[src/rtl/posit_align.sv]
// posit_align: two-stage operand alignment ahead of the posit mantissa adder.
// Stage 1 forms both combined scales and their difference; stage 2 right-shifts
// the small mantissa into a guard-extended field and folds shifted-out bits
// into a sticky LSB. Valid/ready handshake, no skid buffer.
module posit_align #(
  parameter int ES = 2,
  parameter int MW = 8,
  parameter int GW = 3,
  parameter int SW = 12
) (
  input  logic              clk,
  input  logic              rst_n,
  input  logic              in_valid,
  output logic              in_ready,
  input  logic              big_sign,
  input  logic [7:0]        big_regime,
  input  logic [7:0]        big_exponent,
  input  logic [MW-1:0]     big_mantissa,
  input  logic              small_sign,
  input  logic [7:0]        small_regime,
  input  logic [7:0]        small_exponent,
  input  logic [MW-1:0]     small_mantissa,
  input  logic              small_zero,
  output logic              out_valid,
  input  logic              out_ready,
  output logic              out_sign,
  output logic              out_eff_sub,
  output logic [SW-1:0]     out_scale,
  output logic [MW+GW-1:0]  out_big_mant,
  output logic [MW+GW-1:0]  out_small_mant,
  output logic              out_order_err
);

  localparam int EW  = MW + GW;
  localparam int SHW = $clog2(EW);

  logic s1_valid_q, s2_valid_q;
  logic s1_accept, s2_accept;

  logic [SW-1:0] big_scale, small_scale, diff_raw, diff_d;
  logic          order_err_d;

  logic [SW-1:0] s1_diff_q, s1_scale_q;
  logic          s1_big_sign_q, s1_small_sign_q, s1_small_zero_q, s1_order_err_q;
  logic [MW-1:0] s1_big_mant_q, s1_small_mant_q;

  logic [EW-1:0]  ext, aligned, small_mant_d;
  logic [SHW-1:0] shamt;
  logic           sticky;

  // Stage 2 takes a new entry when empty or draining; stage 1 likewise from stage 2.
  assign s2_accept = ~s2_valid_q | out_ready;
  assign in_ready  = ~s1_valid_q | s2_accept;
  assign s1_accept = in_valid & in_ready;

  // Combined scales: regime * 2^ES + exponent, sign-extended to SW bits.
  always_comb begin
    big_scale   = ({{(SW-8){big_regime[7]}}, big_regime} << ES)
                + {{(SW-8){big_exponent[7]}}, big_exponent};
    small_scale = ({{(SW-8){small_regime[7]}}, small_regime} << ES)
                + {{(SW-8){small_exponent[7]}}, small_exponent};
    diff_raw    = big_scale - small_scale;
    order_err_d = diff_raw[SW-1];
    diff_d      = order_err_d ? '0 : diff_raw;
  end

  // Stage-1 registers: handshake flag plus captured operand data.
  always_ff @(posedge clk or negedge rst_n) begin
    if (!rst_n) begin
      s1_valid_q      <= 1'b0;
      s1_diff_q       <= '0;
      s1_scale_q      <= '0;
      s1_big_sign_q   <= 1'b0;
      s1_small_sign_q <= 1'b0;
      s1_small_zero_q <= 1'b0;
      s1_order_err_q  <= 1'b0;
      s1_big_mant_q   <= '0;
      s1_small_mant_q <= '0;
    end else begin
      if (in_ready) s1_valid_q <= in_valid;
      if (s1_accept) begin
        s1_diff_q       <= diff_d;
        s1_scale_q      <= big_scale;
        s1_big_sign_q   <= big_sign;
        s1_small_sign_q <= small_sign;
        s1_small_zero_q <= small_zero;
        s1_order_err_q  <= order_err_d;
        s1_big_mant_q   <= big_mantissa;
        s1_small_mant_q <= small_mantissa;
      end
    end
  end

  // Alignment shift with sticky collection; shifts past the field keep only sticky.
  always_comb begin
    ext     = {s1_small_mant_q, {GW{1'b0}}};
    aligned = '0;
    sticky  = 1'b0;
    shamt   = '0;
    if (s1_diff_q >= SW'(EW)) begin
      sticky = |s1_small_mant_q;
    end else begin
      shamt   = s1_diff_q[SHW-1:0];
      aligned = ext >> shamt;
      sticky  = |(ext & ~({EW{1'b1}} << shamt));
    end
    small_mant_d = s1_small_zero_q ? '0 : (aligned | {{(EW-1){1'b0}}, sticky});
  end

  // Stage-2 registers drive the outputs directly and hold while stalled.
  always_ff @(posedge clk or negedge rst_n) begin
    if (!rst_n) begin
      s2_valid_q     <= 1'b0;
      out_sign       <= 1'b0;
      out_eff_sub    <= 1'b0;
      out_scale      <= '0;
      out_big_mant   <= '0;
      out_small_mant <= '0;
      out_order_err  <= 1'b0;
    end else if (s2_accept) begin
      s2_valid_q <= s1_valid_q;
      if (s1_valid_q) begin
        out_sign       <= s1_big_sign_q;
        out_eff_sub    <= s1_big_sign_q ^ s1_small_sign_q;
        out_scale      <= s1_scale_q;
        out_big_mant   <= {s1_big_mant_q, {GW{1'b0}}};
        out_small_mant <= small_mant_d;
        out_order_err  <= s1_order_err_q;
      end
    end
  end

  assign out_valid = s2_valid_q;

endmodule
[config.mk]
export PLATFORM = sky130hd
export DESIGN_NAME = posit_align
export DESIGN_NICKNAME = d
export VERILOG_FILES = /design/src/rtl/posit_align.sv
export SDC_FILE = /design/constraint.sdc
export NUM_CORES = 1
export LEC_CHECK = 0
export ABC_AREA = 1
export BUFFER_PORTS_ARGS = -buffer_cell sky130_fd_sc_hd__buf_2
export CORE_MARGIN = 1.5
export CORE_UTILIZATION = 45
export DETAILED_ROUTE_END_ITERATION = 10
export PLACE_DENSITY = 0.67
export SYNTH_ARGS = -nofsm -noshare
export SYNTH_HDL_FRONTEND = slang
export SYNTH_SLANG_ARGS = --single-unit
[constraint.sdc]
create_clock -name clk -period 1.71 [get_ports clk]
set_clock_uncertainty 0.1 [all_clocks]
set_input_delay 0.513 -clock clk [delete_from_list [all_inputs] [get_ports clk]]
set_output_delay 0.513 -clock clk [all_outputs]
set_load 0.01 [all_outputs]
==> results of run 1 <==
-- metal layers --
| layer | vias to the layer above | track usage | part of all wire |
|---|---|---|---|
| met2 | 110 | 0.358 | 0.48 |
| met5 | - | 0 | 0 |
| met3 | 8 | 0.0200 | 0.034 |
| li1 | 2207 | - | - |
| met1 | 1995 | 0.286 | 0.47 |
| met4 | 0 | 0.0734 | 0.010 |
-- layout by cell type (no fill, tap or decap), drive strengths merged, types with 11 or more instances in the layout --
| cell type | n |
|---|---|
| buf | 162 |
| fa | 11 |
| nand2 | 215 |
| dfrtp | 77 |
| inv | 88 |
| o21ai | 71 |
| nand3 | 34 |
| a21oi | 12 |
| nor2 | 21 |
| ha | 20 |
-- area by class of cell --
type	count	area, sq um
Tap cell	136	170
Fill cell	933	4050
Clock buffer	9	124
Sequential cell	77	1930
Multi-Input combinational cell	423	2430
Clock inverter	7	90.1
Inverter	88	330
Timing Repair Buffer	164	1100
-- sequential cells by signal (all words and copies together) (netlist names) --
signal,flops
s1_valid_q,1
out_sign,1
s1_small_mant_q,8
s1_scale_q,11
out_order_err,1
out_eff_sub,1
out_scale,11
out_small_mant,11
s1_small_sign_q,1
s1_diff_q,11
s1_big_mant_q,8
s1_small_zero_q,1
s1_big_sign_q,1
s1_order_err_q,1
out_valid,1
out_big_mant,8
-- cell families after synthesis --
logic type / count (synthesis) / synth area share
xor gates and xnor gates: 14 / 0.0261
AOI/OAI and AO/OA: 91 / 0.109
other: 1 / 0.000799
buffers and inverters: 110 / 0.0992
and+or+nand+nor: 284 / 0.253
DFF: 77 / 0.411
adders and majority gates: 31 / 0.100
-- worst max-delay path: stages --
cell and delay (ns):
buf_6 0.07, ha_4 0.12, inv_2 0.03, fa_2 0.36, inv_2 0.08, nand3_2 0.08
nand3_4 0.08, nand4_1 0.10, nand3_1 0.12, nand2_1 0.08, fa_1 0.55, inv_2 0.05
ha_4 0.28, nand2_4 0.06, nor2_4 0.12, nand3_2 0.08, nand4_1 0.13, nand3_4 0.11
buf_12 0.15, o21a_4 0.10
-- through the flow --
step / power (W) / std cells / hold WS (ns) / area, sq um
global route: 0.00857 / 904 / 0.263 / 6180
detailed placement: 0.00630 / 881 / 0.336 / 5800
floorplan: 0.00490 / 610 / 0.117 / 4740
CTS: 0.00781 / 898 / 0.248 / 6050
finish: 0.00792 / 904 / 0.264 / 6180
global placement: 0.00624 / 881 / 0.328 / 5800
-- power breakdown --
part	internal [W]	switching (W)	leakage (nW)
Clock	0.000813	0.000653	0.105
Combinational	0.00171	0.00212	2.33
Sequential	0.00228	0.000336	0.969
Total	0.00481	0.00311	3.40
-- worst max path at each step --
stage                  startpoint        endpoint  cells after the start
floorplan           big_regime[0]  s1_order_err_q                     19
global placement    big_regime[0]  s1_order_err_q                     17
detailed placement  big_regime[0]  s1_order_err_q                     20
CTS                 big_regime[0]  s1_order_err_q                     20
global route        big_regime[0]  s1_order_err_q                     20
finish              big_regime[0]  s1_order_err_q                     20
-- timing repair --
action,CTS,global route
hold buffers,1,0
gates cloned,0,1
endpoints found under the hold margin,21,0
endpoints found under the setup margin,13,19
resized for setup,5,17
pin swaps,5,2
setup buffers,0,5
==> impl_metrics.env, run 1 <==
export IMPL_status="complete, but fails checks"
export IMPL_violations="negative setup slack"
export IMPL_final_min_clock_period_ns=3.13
export IMPL_synth_area_leaders="dfrtp_1 41%, nand2_1 17%, inv_1 7.0%"
export IMPL_synth_seq_cells=77
export IMPL_fin_util=0.604
export IMPL_async_reset_ff_frac=1.00
export IMPL_wire_per_inst_um=12.5
export IMPL_leakage_nw=3.40
export IMPL_cts_tree="built"
export IMPL_synth_most_common_cell="nand2_1"
export IMPL_dpl_hpwl_um=8980
export IMPL_syn_inst=608
export IMPL_rr_endpoint="out_small_mant[0]"
export IMPL_ir_drop_mv=0.669
export IMPL_grt_usage=0.212
export IMPL_core_area_sq_mm=0.0102
export IMPL_report_final_setup_viol=12
export IMPL_cp_start_kind="primary input"
export IMPL_antenna_found_initial=0
export IMPL_ys_warnings_count=0
export IMPL_ys_flop_type="dfrtp_1"
export IMPL_ff2ff_setup_slack_ns=0.14
export IMPL_initial_core_util=0.458
export IMPL_syn_area_sq_mm=0.00469
export IMPL_r2r_start="s1_diff_q[2]"
export IMPL_yosysSeqAreaShare=0.411
export IMPL_cts_buffers=9
export IMPL_synth_edf_count=0
export IMPL_syn_area_per_cell_sq_um=7.72
export IMPL_nets=849
export IMPL_hold_path_depth=3
export IMPL_final_hold_violation_count=0
export IMPL_die_w_um=105
export IMPL_grt_pass1_wl_um=18800
export IMPL_ios=94
export IMPL_holdPathEnd="s1_small_sign_q"
export IMPL_drc=0
export IMPL_syn_to_final_growth_pct=31.7
export IMPL_worstPathRequired_ns=1.85
export IMPL_grt_overflow=0
export IMPL_die_area_sq_mm=0.0110
export IMPL_clkTransAtPathRegs_ns=0.08
export IMPL_slew_viol_final=0
export IMPL_clockBufferDepth=2
export IMPL_maxCapViolCount=0
export IMPL_period_share=1.83
export IMPL_fin_setup_tns_ns=-16.77
export IMPL_setup_slack_ns=-1.42
export IMPL_cts_root_buf="clkbuf_8"
export IMPL_drtIter0Drc=200
export IMPL_rsz0062_at_grt="yes"
export IMPL_worstSetupPathType="primary input to flip-flop"
export IMPL_worstPathMaxFanout=6
export IMPL_power_density_mw_per_mm2=1280
export IMPL_r2r_cells=10
export IMPL_netlist_top_cell_by_area="dfrtp_1"
export IMPL_synth_common_cells="209 x nand2_1, 87 x inv_1, 77 x dfrtp_1, 60 x o21ai_0, 29 x nand3_1"
export IMPL_yosysTopAreaCellShare=0.411
export IMPL_vias_per_cell=4.78
export IMPL_min_path_type="primary input to flip-flop"
export IMPL_die_h_um=105
export IMPL_diodes=0
export IMPL_hp_start="small_sign"
export IMPL_cts_sinks=77
export IMPL_gp_congestion=0.916
export IMPL_wl_um=11300
export IMPL_port_buffers=90
export IMPL_clkLatencyLatePin_ns=0.34
export IMPL_fmax_ghz=0.319
export IMPL_arrival_ns=3.27
export IMPL_vias=4320
export IMPL_cts_max_level=3
export IMPL_pre_cts_slack_ns=-1.82
export IMPL_first_global_vias=4150
export IMPL_grt_max_degree=30
export IMPL_drive_gt1_frac=0.294
export IMPL_endpoint_kind="flip-flop"
export IMPL_antenna_left=0
export IMPL_drt_first_pass_iters=4
export IMPL_rows=37
export IMPL_yosysUniqueCellTypes=33
(Power assumes the default switching activity.)
==> run 2, diff against run 1 <==
- ABC_AREA: 1 -> unset
- PLACE_DENSITY: 0.67 -> 0.68
==> impl_metrics.env, run 2 <==
export IMPL_rsz0062_at_grt="yes"
export IMPL_final_hold_violation_count=0
export IMPL_cp_num_buf_inv=4
export IMPL_synth_most_common_cell="nand2_1"
export IMPL_wire_per_inst_um=13.9
export IMPL_grt_pass1_wl_um=16600
export IMPL_initial_core_util=0.470
export IMPL_worstSetupPathType="primary input to flip-flop"
export IMPL_diodes=0
export IMPL_die_h_um=102
export IMPL_endpoint_kind="flip-flop"
export IMPL_cts_tree="built"
export IMPL_syn_area_per_cell_sq_um=9.88
export IMPL_slew_viol_final=0
export IMPL_port_buffers=90
export IMPL_first_global_vias=3742
export IMPL_fmax_ghz=0.280
export IMPL_layout_commonest_cell="nand2_1"
export IMPL_wl_um=10400
export IMPL_clkTransAtPathRegs_ns=0.08
export IMPL_status="complete, but fails checks"
export IMPL_arrival_ns=3.77
export IMPL_ys_flop_type="dfrtp_1"
export IMPL_maxCapViolCount=0
export IMPL_report_final_setup_viol=18
export IMPL_die_w_um=102
export IMPL_synth_seq_cells=77
export IMPL_vias_per_cell=5.02
export IMPL_drt_first_pass_iters=4
export IMPL_place_area_sq_mm=0.00560
export IMPL_netlist_top_cell_by_area="dfrtp_1"
export IMPL_final_cell_mix="89 x nand2_1, 85 x buf_2, 77 x buf_4, 77 x dfrtp_1, 27 x inv_1"
export IMPL_synth_area_leaders="dfrtp_1 44%, nand2_1 7.8%, mux2_2 5.9%"
export IMPL_filler_cell_count=779
export IMPL_drc=0
export IMPL_path_cells="buf_6 -> ha_4 -> inv_2 -> fa_2 -> nor2b_2 -> o21ai_2 -> a21boi_2 -> buf_6 -> o21ai_4 -> a21boi_4 -> fa_1 -> ha_4 -> a21o_1 -> a21oi_2 -> nand2b_1 -> o221ai_2 -> mux2i_2 -> buf_4 -> a22o_1"
export IMPL_cp_slowest_cell="fa_1"
export IMPL_fin_area_sq_mm=0.00618
export IMPL_yosysUniqueCellTypes=49
export IMPL_vias=3767
export IMPL_syn_area_sq_mm=0.00439
export IMPL_cts_buffers=9
export IMPL_power_density_mw_per_mm2=1250
export IMPL_grt_usage=0.204
export IMPL_grt_max_degree=44
export IMPL_worstPathMaxFanout=5
export IMPL_drive_gt1_frac=0.441
export IMPL_worstPathRequired_ns=1.90
export IMPL_synth_common_cells="91 x nand2_1, 77 x dfrtp_1, 28 x inv_1, 24 x nor2_1, 23 x mux2_2"
export IMPL_antenna_left=0
export IMPL_core_area_sq_mm=0.00933
export IMPL_power_w=0.00773
export IMPL_setup_slack_ns=-1.87
export IMPL_clockBufferDepth=2
export IMPL_rows=35
export IMPL_cts_max_level=3
export IMPL_die_area_sq_mm=0.0104
export IMPL_fin_util=0.662
export IMPL_period_share=2.09
export IMPL_cts_root_buf="clkbuf_8"
export IMPL_gp_congestion=0.932
export IMPL_antenna_found_initial=0
export IMPL_min_path_type="primary input to async pin"
export IMPL_final_min_clock_period_ns=3.58
export IMPL_synth_edf_count=0
export IMPL_cp_top_family="adder cells"
export IMPL_yosysSeqAreaShare=0.439
export IMPL_cp_start_kind="primary input"
export IMPL_grt_overflow=0
export IMPL_drtIter0Drc=97
export IMPL_violations="negative setup slack"
export IMPL_clkLatencyLatePin_ns=0.35
export IMPL_cts_sinks=77
export IMPL_max_stage_delay_ns=0.47
export IMPL_leakage_nw=3.12
export IMPL_ios=94
export IMPL_syn_inst=444
export IMPL_ys_warnings_count=0
export IMPL_nets=703
export IMPL_yosysTopAreaCellShare=0.439
export IMPL_pre_cts_slack_ns=-2.29
export IMPL_dpl_hpwl_um=7600
export IMPL_async_reset_ff_frac=1.00
export IMPL_ir_drop_mv=0.594
export IMPL_syn_to_final_growth_pct=40.7
-- run 2: changes by cell type in the layout (fill, tap and decap cells not counted), moves of 8 or more --
cell      change
nand2_1     -117
inv_1        -56
o21ai_0      -48
nand3_1      -22
mux2_2       +21
buf_6        +15
a22o_1       +14
buf_4         +9
mux2i_1       +9
nand2b_1      +9
nand4_1       -8
-- run 2: cell type report --
cell class,instances,area [sq um],share of cell area
tap,129,161,0.0261
multi-input combinational,318,2530,0.410
clock inverter,7,58.8,0.00952
timing repair buffer,183,1270,0.206
clock buffer,9,124,0.0201
inverter,28,105,0.0170
sequential,77,1930,0.312
-- run 2: worst paths after layout --
path / start / endpoint / slack, ns / depth (start not counted)
min: rst_n / s1_big_mant_q[7] / 0.01 / 2
max reg2reg: s1_diff_q[4] / out_small_mant[0] / -0.19 / 6
max: big_regime[0] / s1_diff_q[3] / -1.87 / 19
min reg2reg: out_small_mant[5] / out_small_mant[5] / 0.38 / 2
max in group asynchronous: rst_n / out_order_err / 1.28 / 2
min in group clk: big_mantissa[1] / s1_big_mant_q[1] / 0.24 / 3
-- run 2: what timing repair did --
item / in CTS / in global routing
gates resized for setup: 34 / 38
hold buffers: 0 / 0
cloned: 1 / 0
setup endpoints to repair: 28 / 29
buffers inserted: 10 / 4
pin swaps: 24 / 21
-- run 2: power breakdown --
| group | switching [W] | total [W] | internal (W) |
|---|---|---|---|
| registers | 0.000279 | 0.00253 | 0.00226 |
| logic | 0.00183 | 0.00392 | 0.00209 |
| clock network | 0.000737 | 0.00128 | 0.000544 |
-- run 2: cell families after synthesis --
| logic type | synth area share |
|---|---|
| adder cells (fa/ha/maj) | 0.107 |
| AO/OA/AOI/OAI | 0.121 |
| AND/OR/NAND/NOR | 0.154 |
| XOR/XNOR | 0.0299 |
| buffers and inverters | 0.0508 |
| multiplexers | 0.0975 |
| other | 0.000855 |
| flip-flops | 0.439 |
-- run 2: layer usage --
| layer | up-vias | GRT usage | share of wire |
|---|---|---|---|
| met5 | - | 0 | 0 |
| met4 | 0 | 0.0737 | 0.016 |
| met3 | 15 | 0.0338 | 0.034 |
| met2 | 87 | 0.361 | 0.51 |
| met1 | 1813 | 0.252 | 0.44 |
| li1 | 1852 | - | - |
-- run 2: worst register-to-register path, cell delays in order, from the launching register on --
cell and delay, ns:
dfrtp_1 0.39, nor4_2 0.27, nand2_1 0.13, a31o_2 0.25, or4_4 0.48, o22ai_2 0.10
o21ai_1 0.07
-- run 2: through the flow --
step	cells	hold slack (ns)	setup TNS, ns
2_1_floorplan	446	0.117	-24.57
3_3_place_gp	724	0.354	-30.99
3_5_place_dp	724	0.359	-32.87
4_1_cts	748	0.0125	-22.54
5_1_grt	751	0.0228	-25.60
6_report	751	0.0114	-23.16
